===== src/rtl/vga_plot_arbiter.sv =====
// Round-robin arbiter that lets several pixel producers share one vga_adapter port,
// with screen-bounds clipping and pixel/clip statistics.
module vga_plot_arbiter #(
    parameter int N_REQ = 3,
    parameter int X_MAX = 160,
    parameter int Y_MAX = 120
) (
    input  logic               CLOCK_50,
    input  logic               rst_n,
    input  logic [N_REQ-1:0]   req,
    input  logic [N_REQ-1:0]   plot,
    input  logic [N_REQ*8-1:0] x_in,
    input  logic [N_REQ*7-1:0] y_in,
    input  logic [N_REQ*3-1:0] colour_in,
    output logic [N_REQ-1:0]   gnt,
    output logic               VGA_PLOT,
    output logic [7:0]         VGA_X,
    output logic [6:0]         VGA_Y,
    output logic [2:0]         VGA_COLOUR,
    output logic               busy,
    output logic [15:0]        pix_count,
    output logic [7:0]         clip_count
);
    localparam int IDX_W = (N_REQ > 1) ? $clog2(N_REQ) : 1;

    typedef enum logic [1:0] {
        IDLE    = 2'd0,
        GRANTED = 2'd1,
        GAP     = 2'd2
    } state_t;

    state_t           state_r;
    state_t           state_s;
    logic [IDX_W-1:0] rr_r;
    logic [IDX_W-1:0] rr_s;
    logic [IDX_W-1:0] gidx_r;
    logic [IDX_W-1:0] gidx_s;
    logic [IDX_W-1:0] sel_s;
    logic             found_s;
    logic [N_REQ-1:0] gnt_s;
    logic [7:0]       x_g_s;
    logic [6:0]       y_g_s;
    logic [2:0]       c_g_s;
    logic             pix_v_s;
    logic             clip_v_s;

    function automatic logic in_window(input logic [7:0] x, input logic [6:0] y);
        return (int'(x) < X_MAX) && (int'(y) < Y_MAX);
    endfunction

    function automatic logic [IDX_W-1:0] next_idx(input logic [IDX_W-1:0] i);
        if (int'(i) >= N_REQ - 1) begin
            return {IDX_W{1'b0}};
        end else begin
            return i + 1'b1;
        end
    endfunction

    // Only the granted lane's coordinates ever reach the adapter.
    assign x_g_s = x_in[int'(gidx_r)*8 +: 8];
    assign y_g_s = y_in[int'(gidx_r)*7 +: 7];
    assign c_g_s = colour_in[int'(gidx_r)*3 +: 3];

    // First requesting index at or after the rotating pointer, wrapping modulo N_REQ.
    always_comb begin
        int cand;
        sel_s   = {IDX_W{1'b0}};
        found_s = 1'b0;
        cand    = 0;
        for (int k = 0; k < N_REQ; k++) begin
            cand = int'(rr_r) + k;
            if (cand >= N_REQ) begin
                cand = cand - N_REQ;
            end else begin
                cand = cand;
            end
            if (!found_s && req[cand]) begin
                found_s = 1'b1;
                sel_s   = IDX_W'(cand);
            end else begin
                found_s = found_s;
            end
        end
    end

    // Next-state, grant and pixel-issue decode.
    always_comb begin
        state_s  = state_r;
        rr_s     = rr_r;
        gidx_s   = gidx_r;
        gnt_s    = gnt;
        pix_v_s  = 1'b0;
        clip_v_s = 1'b0;
        case (state_r)
            IDLE: begin
                if (found_s) begin
                    state_s       = GRANTED;
                    gidx_s        = sel_s;
                    gnt_s         = {N_REQ{1'b0}};
                    gnt_s[sel_s]  = 1'b1;
                end else begin
                    gnt_s = {N_REQ{1'b0}};
                end
            end
            GRANTED: begin
                // A release wins over a simultaneous strobe, so that pixel is dropped.
                if (!req[gidx_r]) begin
                    state_s = GAP;
                    gnt_s   = {N_REQ{1'b0}};
                    rr_s    = next_idx(gidx_r);
                end else if (plot[gidx_r]) begin
                    if (in_window(x_g_s, y_g_s)) begin
                        pix_v_s = 1'b1;
                    end else begin
                        clip_v_s = 1'b1;
                    end
                end else begin
                    state_s = GRANTED;
                end
            end
            GAP: begin
                state_s = IDLE;
                gnt_s   = {N_REQ{1'b0}};
            end
            default: begin
                state_s = IDLE;
                gnt_s   = {N_REQ{1'b0}};
            end
        endcase
    end

    // State, grant, adapter drive and statistics registers.
    always_ff @(posedge CLOCK_50) begin
        if (!rst_n) begin
            state_r    <= IDLE;
            rr_r       <= {IDX_W{1'b0}};
            gidx_r     <= {IDX_W{1'b0}};
            gnt        <= {N_REQ{1'b0}};
            busy       <= 1'b0;
            VGA_PLOT   <= 1'b0;
            VGA_X      <= 8'd0;
            VGA_Y      <= 7'd0;
            VGA_COLOUR <= 3'd0;
            pix_count  <= 16'd0;
            clip_count <= 8'd0;
        end else begin
            state_r    <= state_s;
            rr_r       <= rr_s;
            gidx_r     <= gidx_s;
            gnt        <= gnt_s;
            busy       <= (state_s != IDLE);
            VGA_PLOT   <= pix_v_s;
            VGA_X      <= pix_v_s ? x_g_s : 8'd0;
            VGA_Y      <= pix_v_s ? y_g_s : 7'd0;
            VGA_COLOUR <= pix_v_s ? c_g_s : 3'd0;
            pix_count  <= pix_count + {15'd0, pix_v_s};
            if (clip_v_s && (clip_count != 8'hFF)) begin
                clip_count <= clip_count + 8'd1;
            end else begin
                clip_count <= clip_count;
            end
        end
    end

endmodule


===== config.mk =====
export PLATFORM = sky130hd
export DESIGN_NAME = vga_plot_arbiter
export DESIGN_NICKNAME = d
export VERILOG_FILES = /design/src/rtl/vga_plot_arbiter.sv
export SDC_FILE = /design/constraint.sdc
export NUM_CORES = 1
export LEC_CHECK = 0
export BUFFER_PORTS_ARGS = -buffer_cell sky130_fd_sc_hd__buf_2
export CAP_MARGIN = 30
export CORE_ASPECT_RATIO = 0.8
export CORE_MARGIN = 8
export CORE_UTILIZATION = 43
export DETAILED_ROUTE_END_ITERATION = 8
export GPL_TIMING_DRIVEN = 1
export PLACE_DENSITY_LB_ADDON = 0.1
export SETUP_SLACK_MARGIN = 0.5
export SYNTH_ARGS = -nofsm -noshare
export SYNTH_HDL_FRONTEND = slang
export SYNTH_SLANG_ARGS = --single-unit
export TNS_END_PERCENT = 5

===== constraint.sdc =====
create_clock -name CLOCK_50 -period 2.61 [get_ports CLOCK_50]
set_input_delay 0.261 -clock CLOCK_50 [delete_from_list [all_inputs] [get_ports CLOCK_50]]
set_output_delay 0.261 -clock CLOCK_50 [all_outputs]
set_load 0.05 [all_outputs]

Word level (Yosys, flattened, before mapping)
Cells that the tools add are included.
{"block": "classes", "n_addsub": 8, "n_mul": 2, "n_div": 0, "n_lt_le_gt_ge": 12, "n_eq_ne": 3, "shift": 3, "mux": 40, "n_bitwise": 1, "n_reduce_logical": 12}
{"op": "less-than comparator 32 x 4 -> 1 bit (second input constant)", "n": 3}
{"op": "two-way mux 32 bit", "n": 3}
{"op": "indexed part select 24 x 6 -> 8 bit", "n": 1}
{"op": "indexed part select 21 x 6 -> 7 bit", "n": 1}
{"op": "two-way mux 1 bit", "n": 20}
{"op": "adder 16 x 1 -> 16 bit", "n": 1}
{"op": "two-way mux 2 bit", "n": 7}
{"op": "binary-select mux 1 bit (select 2 bit)", "n": 5}
{"op": "indexed part select 9 x 5 -> 3 bit", "n": 1}
{"op": "adder 8 x 1 -> 8 bit (second input constant)", "n": 1}
{"op": "less-than comparator 8 bit (second input constant)", "n": 1}
{"op": "!= test 8 bit (second input constant)", "n": 1}
{"op": "subtractor 3 x 2 -> 4 bit (second input constant)", "n": 2}
{"op": "less-than comparator 7 bit (second input constant)", "n": 1}
{"op": "greater-or-equal comparator 3 x 2 -> 1 bit (second input constant)", "n": 2}
{"op": "less-than comparator 2 x 3 -> 1 bit (second input constant)", "n": 2}
{"op": "two-way mux 3 bit", "n": 2}
{"op": "case mux 3 bit (2 select lines)", "n": 1}
{"op": "AND reduction 2 bit", "n": 3}
{"op": "logical AND 1 bit", "n": 5}
{"op": "multiplier 2 x 3 -> 5 bit (second input constant)", "n": 1}
{"op": "greater-or-equal comparator 2 bit (second input constant)", "n": 2}
{"op": "multiplier 2 x 2 -> 4 bit (second input constant)", "n": 1}
{"op": "case mux 2 bit (2 select lines)", "n": 1}
{"op": "12 further kinds", "n": 13}
{"block": "totals", "regBits": 53, "latchBits": 0, "mem_bits_rw": 0, "rom_bits": 0, "in_bits": 62, "output_inout_bits": 47, "wordCells": 92, "mem_count": 0}

Logic depth before layout (Yosys ltp)
{"block": "logic_depth", "ltp_word": 18, "depth_mapped": 15, "mapped_depth_nobuf": 12}

Least setup slack after synthesis
No wires, ideal clock.
{"block": "synth_timing", "path_kind": "reg-to-reg", "from": "register gidx_r[0]", "to": "register pix_count[15]", "setup_ns": 0.128, "t_arrival_ns": 2.725, "t_required_ns": 2.482, "slack_ns": -0.243, "path_stages_with_launch": 16, "path_buffers": 3, "synth_period_minus_slack_ns": 2.853, "cell_sequence": "dfxtp_1 -> buf_6 -> buf_6 -> mux2i_1 -> o2bb2ai_1 -> nand4_1 -> nand2_1 -> nor4_1 -> ha_1 -> nand3_1 -> nor2_1 -> and3_1 -> clkbuf_1 -> nand4_1 -> xor2_1 -> nor2_1"}
{"block": "synth_via", "elab_chain_cells": 9, "elab_cells_between_ends": 15, "classes_between": "1 x add/sub; 1 x mul; 2 x order compare; 2 x shift; 8 x mux; 1 x reduce/logical"}
{"element": "start, declared", "line_no": "36", "text": "logic [IDX_W-1:0] gidx_r;"}
{"element": "start signal, assigned", "line_no": "137", "text": "gidx_r <= {IDX_W{1'b0}};"}
{"element": "start signal, assigned", "line_no": "149", "text": "gidx_r <= gidx_s;"}
{"element": "multiplier 2 x 3 -> 5 bit", "line_no": "61", "text": "assign y_g_s = y_in[int'(gidx_r)*7 +: 7];"}
{"element": "indexed part select 21 x 6 -> 7 bit", "line_no": "61"}
{"element": "less-than comparator 7 bit", "line_no": "48", "text": "return (int'(x) < X_MAX) && (int'(y) < Y_MAX);"}
{"element": "logical AND 1 bit", "line_no": "48"}
{"element": "two-way mux 1 bit", "line_no": "112", "text": "if (in_window(x_g_s, y_g_s)) begin"}
{"element": "two-way mux 1 bit", "line_no": "111", "text": "end else if (plot[gidx_r]) begin"}
{"element": "two-way mux 1 bit (*)", "line_no": "107", "text": "if (!req[gidx_r]) begin"}
{"element": "two-way mux 1 bit (*)", "line_no": "94", "text": "case (state_r)"}
{"element": "via pix_v_s", "line_no": "44", "text": "logic pix_v_s;"}
{"element": "adder 16 x 1 -> 16 bit (*)", "line_no": "156", "text": "pix_count <= pix_count + {15'd0, pix_v_s};"}
{"element": "end signal, assigned", "line_no": "156"}
{"element": "end, declared", "line_no": "21", "text": "output logic [15:0] pix_count,"}
The timed path passes the listed nets; every way through them passes the cells marked *. The select of a mux whose other input is x is not followed.
A chain may end at the register's enable or synchronous reset.

Worst setup path in the final report
{"block": "layout_timing", "from": "register gidx_r[0]", "to": "register pix_count[13]"}
The elaborated chain is that of the path after synthesis.

==> results.yml <==
finish:
  instances_no_fill: 499
  n_antenna_cell: 0
  area_growth_pct: 36.8
  multi_input_area_um2: 1550
  nNetsFinal: 486
  drive_gt1_share_pct: 37.8
  register_area_um2: 1070
  fillCellCount: 546
power_and_ir_drop:
  p_clk_share_pct: 21.7
  p_leak_nw: 1.63
  p_per_area_nw_per_um2: 608
  combPwrFrac_pct: 36.7
  intPower_w: 0.00139
  switching_share_pct: 35.3
  p_sw_w: 0.000759
  p_seq_share_pct: 41.6
  vdd_drop_max_v: 0.000289
cts:
  clk_pin_slew_ns: 0.10
  clock_sinks: 53
  tritoncts: "built"
  hold_buffers: 0
  clk_root_buffer_cell: "clkbuf_8"
  clock_latency_ns: 0.30
  cts_max_level: 2
  numCtsBuffers: 5
  cts.path.max_buffers: 2
sta:
  rsz0062_at_grt: "true"
  finalCritPeriodShare_pct: 92.7
  finalHoldViolations: 0
  maxSlewViolCount: 0
  period_needed_ns: 2.42
  clock_skew_ns: 0.00602
  relSlewSlack_pct: 57.9
  hold_slack_ns: 0.178
  finalSetupTns_ns: 0
  fmax_ghz: 0.413
  worstMarginPinSlew_ns: 0.631
  setup_viol: 0
critical_path:
  rr_worst_depth: 12
  timing.rr.start: "gidx_r[0]"
  cp_data_arrival_time_ns: 2.60
  cp_max_fo: 5
  worstSetupPathType: "flop to flop"
  reg2reg_to: "pix_count[13]"
  crit_path_end_kind: "flop"
  cp-start-kind: "flop"
  r2r_slack_ns: 0.19
  worstPathRequired_ns: 2.79
min_path:
  holdCritStartpoint: "y_in[15]"
  hold_depth: 3
  hold_class: "input port to flop"
  hold_end: "VGA_Y[1]"
synthesis:
  yosysTopAreaCellShare_pct: 41.0
  synth_cells: 299
  avgSynthCellArea_um2: 8.65
  synth_ff_type: "dfxtp_1"
  synth_commonest_cells: "58 x nor2_1, 53 x dfxtp_1, 28 x mux2i_1"
  synthTopCellsByArea: "dfxtp_1 41%, mux2i_1 11%, nor2_1 8.4%"
  syn_nets: 368
  syn_area_um2: 2580
  ys_types: 36
  synthArstFlopShare_pct: 0
  yosysSeqAreaShare_pct: 41.0
  synth_seq_cells: 53
  yosysMostFrequentCell: "nor2_1"
  yosysTopAreaCell: "dfxtp_1"
  ys_warn_count: 0
  synth_edf_count: 0
drt:
  vias: 2426
  drtPass1Iterations: 4
  wl_mm: 6.92
  drtIter0Drc: 96
  wire_per_inst_um: 13.9
  drc: 0
  postRouteAntennaNets: 0
  viasPerCell: 4.86
die:
  core_area_um2: 5850
  initial_core_util_pct: 44.2
  die_x_um: 103
  die_height_um: 85.4
  die-area_um2: 8760
  rows: 25
  ios: 109
global_routing:
  grt_pass1_wl_mm: 11.0
  antenna_found_initial: 0
  grt_util_all_layers_pct: 15.3
  grt_max_degree: 24
  grt-ovfl-total: 0
  grt_pass1_vias: 2279
placement:
  hpwl_mm: 5.37
  placedCellCount: 485
  portBuffers: 108
  gp_congestion: 0.759
outcome:
  status: "complete, no violations"
run:
  maxCapViolCount: 0
-- power groups by stage --
stage / Clock [W] / Sequential (W) / Combinational [W]
after floorplan: 0 / 0.000986 / 0.000431
after global placement: 0 / 0.000907 / 0.000700
after detailed placement: 0 / 0.000910 / 0.000704
after CTS: 0.000484 / 0.000894 / 0.000742
after global routing: 0.000510 / 0.000901 / 0.000863
final: 0.000466 / 0.000895 / 0.000790
-- cells in the final DEF (no fill, tap or decap), types with 2 or more instances in the layout --
master and instances:
mux2i_1 24, mux2i_4 4, ha_2 2, o2bb2ai_2 2, a2bb2oi_2 2, a21oi_1 20, nand2_1 22, nand2b_1 10
xnor2_1 5, dfxtp_1 51, clkbuf_8 5, nor3_1 2, inv_1 6, o31ai_1 3, a21o_1 2, nand3b_1 3
nand4_1 4, ha_1 5, and3_1 5, a31o_2 2, xor2_1 11, a2bb2oi_1 3, o21ai_0 6, nand3_1 13
buf_12 2, buf_4 15, nor2_1 56, buf_2 108, o2bb2ai_1 2
-- routing by layer --
metal,GRT usage (%),share of wire [%],up-vias
li1,-,-,1262
met1,20.1,46,1091
met2,23.7,44,71
met3,4.91,9.4,2
met4,3.19,0.35,0
met5,0,0,-
-- stage by stage --
stage | area, um^2 | power [W] | util, % | setup slack, ns
floorplan | 2610 | 0.00142 | - | 0.0782
global placement | 3270 | 0.00161 | 55.9 | 0.0975
detailed placement | 3270 | 0.00161 | 55.9 | 0.0255
CTS | 3420 | 0.00212 | 58.5 | 0.163
global route | 3540 | 0.00227 | 60.4 | -0.00739
finish | 3540 | 0.00215 | 60.4 | 0.191
-- worst max path at each step --
stage | slack [ns] | endpoint | cells after the start | startpoint
2_1_floorplan | 0.08 | pix_count[15] | 15 | gidx_r[0]
3_3_place_gp | 0.1 | pix_count[15] | 13 | gidx_r[0]
3_5_place_dp | 0.03 | pix_count[12] | 13 | gidx_r[0]
4_1_cts | 0.16 | pix_count[12] | 14 | gidx_r[0]
5_1_grt | -0.007 | pix_count[13] | 12 | gidx_r[0]
6_report | 0.19 | pix_count[13] | 12 | gidx_r[0]
-- registers in the layout, indices dropped and copies added (netlist names) --
signal,cells
state_r,2
busy,1
rr_r,2
VGA_Y,7
VGA_PLOT,1
pix_count,16
gnt,3
VGA_COLOUR,3
clip_count,8
gidx_r,2
VGA_X,8
-- final cells by class --
cell class | count | share of cell area, %
inverters | 6 | 0.637
well taps | 81 | 2.87
repair buffers | 126 | 19.9
flip-flops and latches | 53 | 30.1
clock inverters | 3 | 0.602
multi-input cells | 225 | 43.9
clock buffers | 5 | 1.95
-- critical path: stages (launching register included) --
cell and delay, ns:
dfxtp_4 0.42, mux2i_1 0.22, a2bb2oi_1 0.22, a21o_1 0.16
nand2_2 0.08, nor4_4 0.18, ha_2 0.25, and3_1 0.16
nand3_1 0.14, nor2_2 0.18, nand3_1 0.10, xor2_1 0.13
nor2_1 0.05
-- timing repair --
action                     4_1_cts  5_1_grt
resized for setup                9       15
cloned                           0        0
setup buffers                    2        4
setup endpoints to repair       39       46
pin swaps                        2        0
-- logic make-up (layout without fill, tap and decap cells) --
family / count (synthesis) / in the layout / synth area share, %
muxes: 28 / 28 / 10.8
DFF: 53 / 53 / 41.0
AOI/OAI and AO/OA: 46 / 46 / 12.1
xor gates and xnor gates: 16 / 16 / 5.42
and+or+nand+nor: 128 / 128 / 23.0
adders and majority gates: 7 / 7 / 3.39
buffers and inverters: 21 / 140 / 4.16
Power figures use the tool's default switching activity.
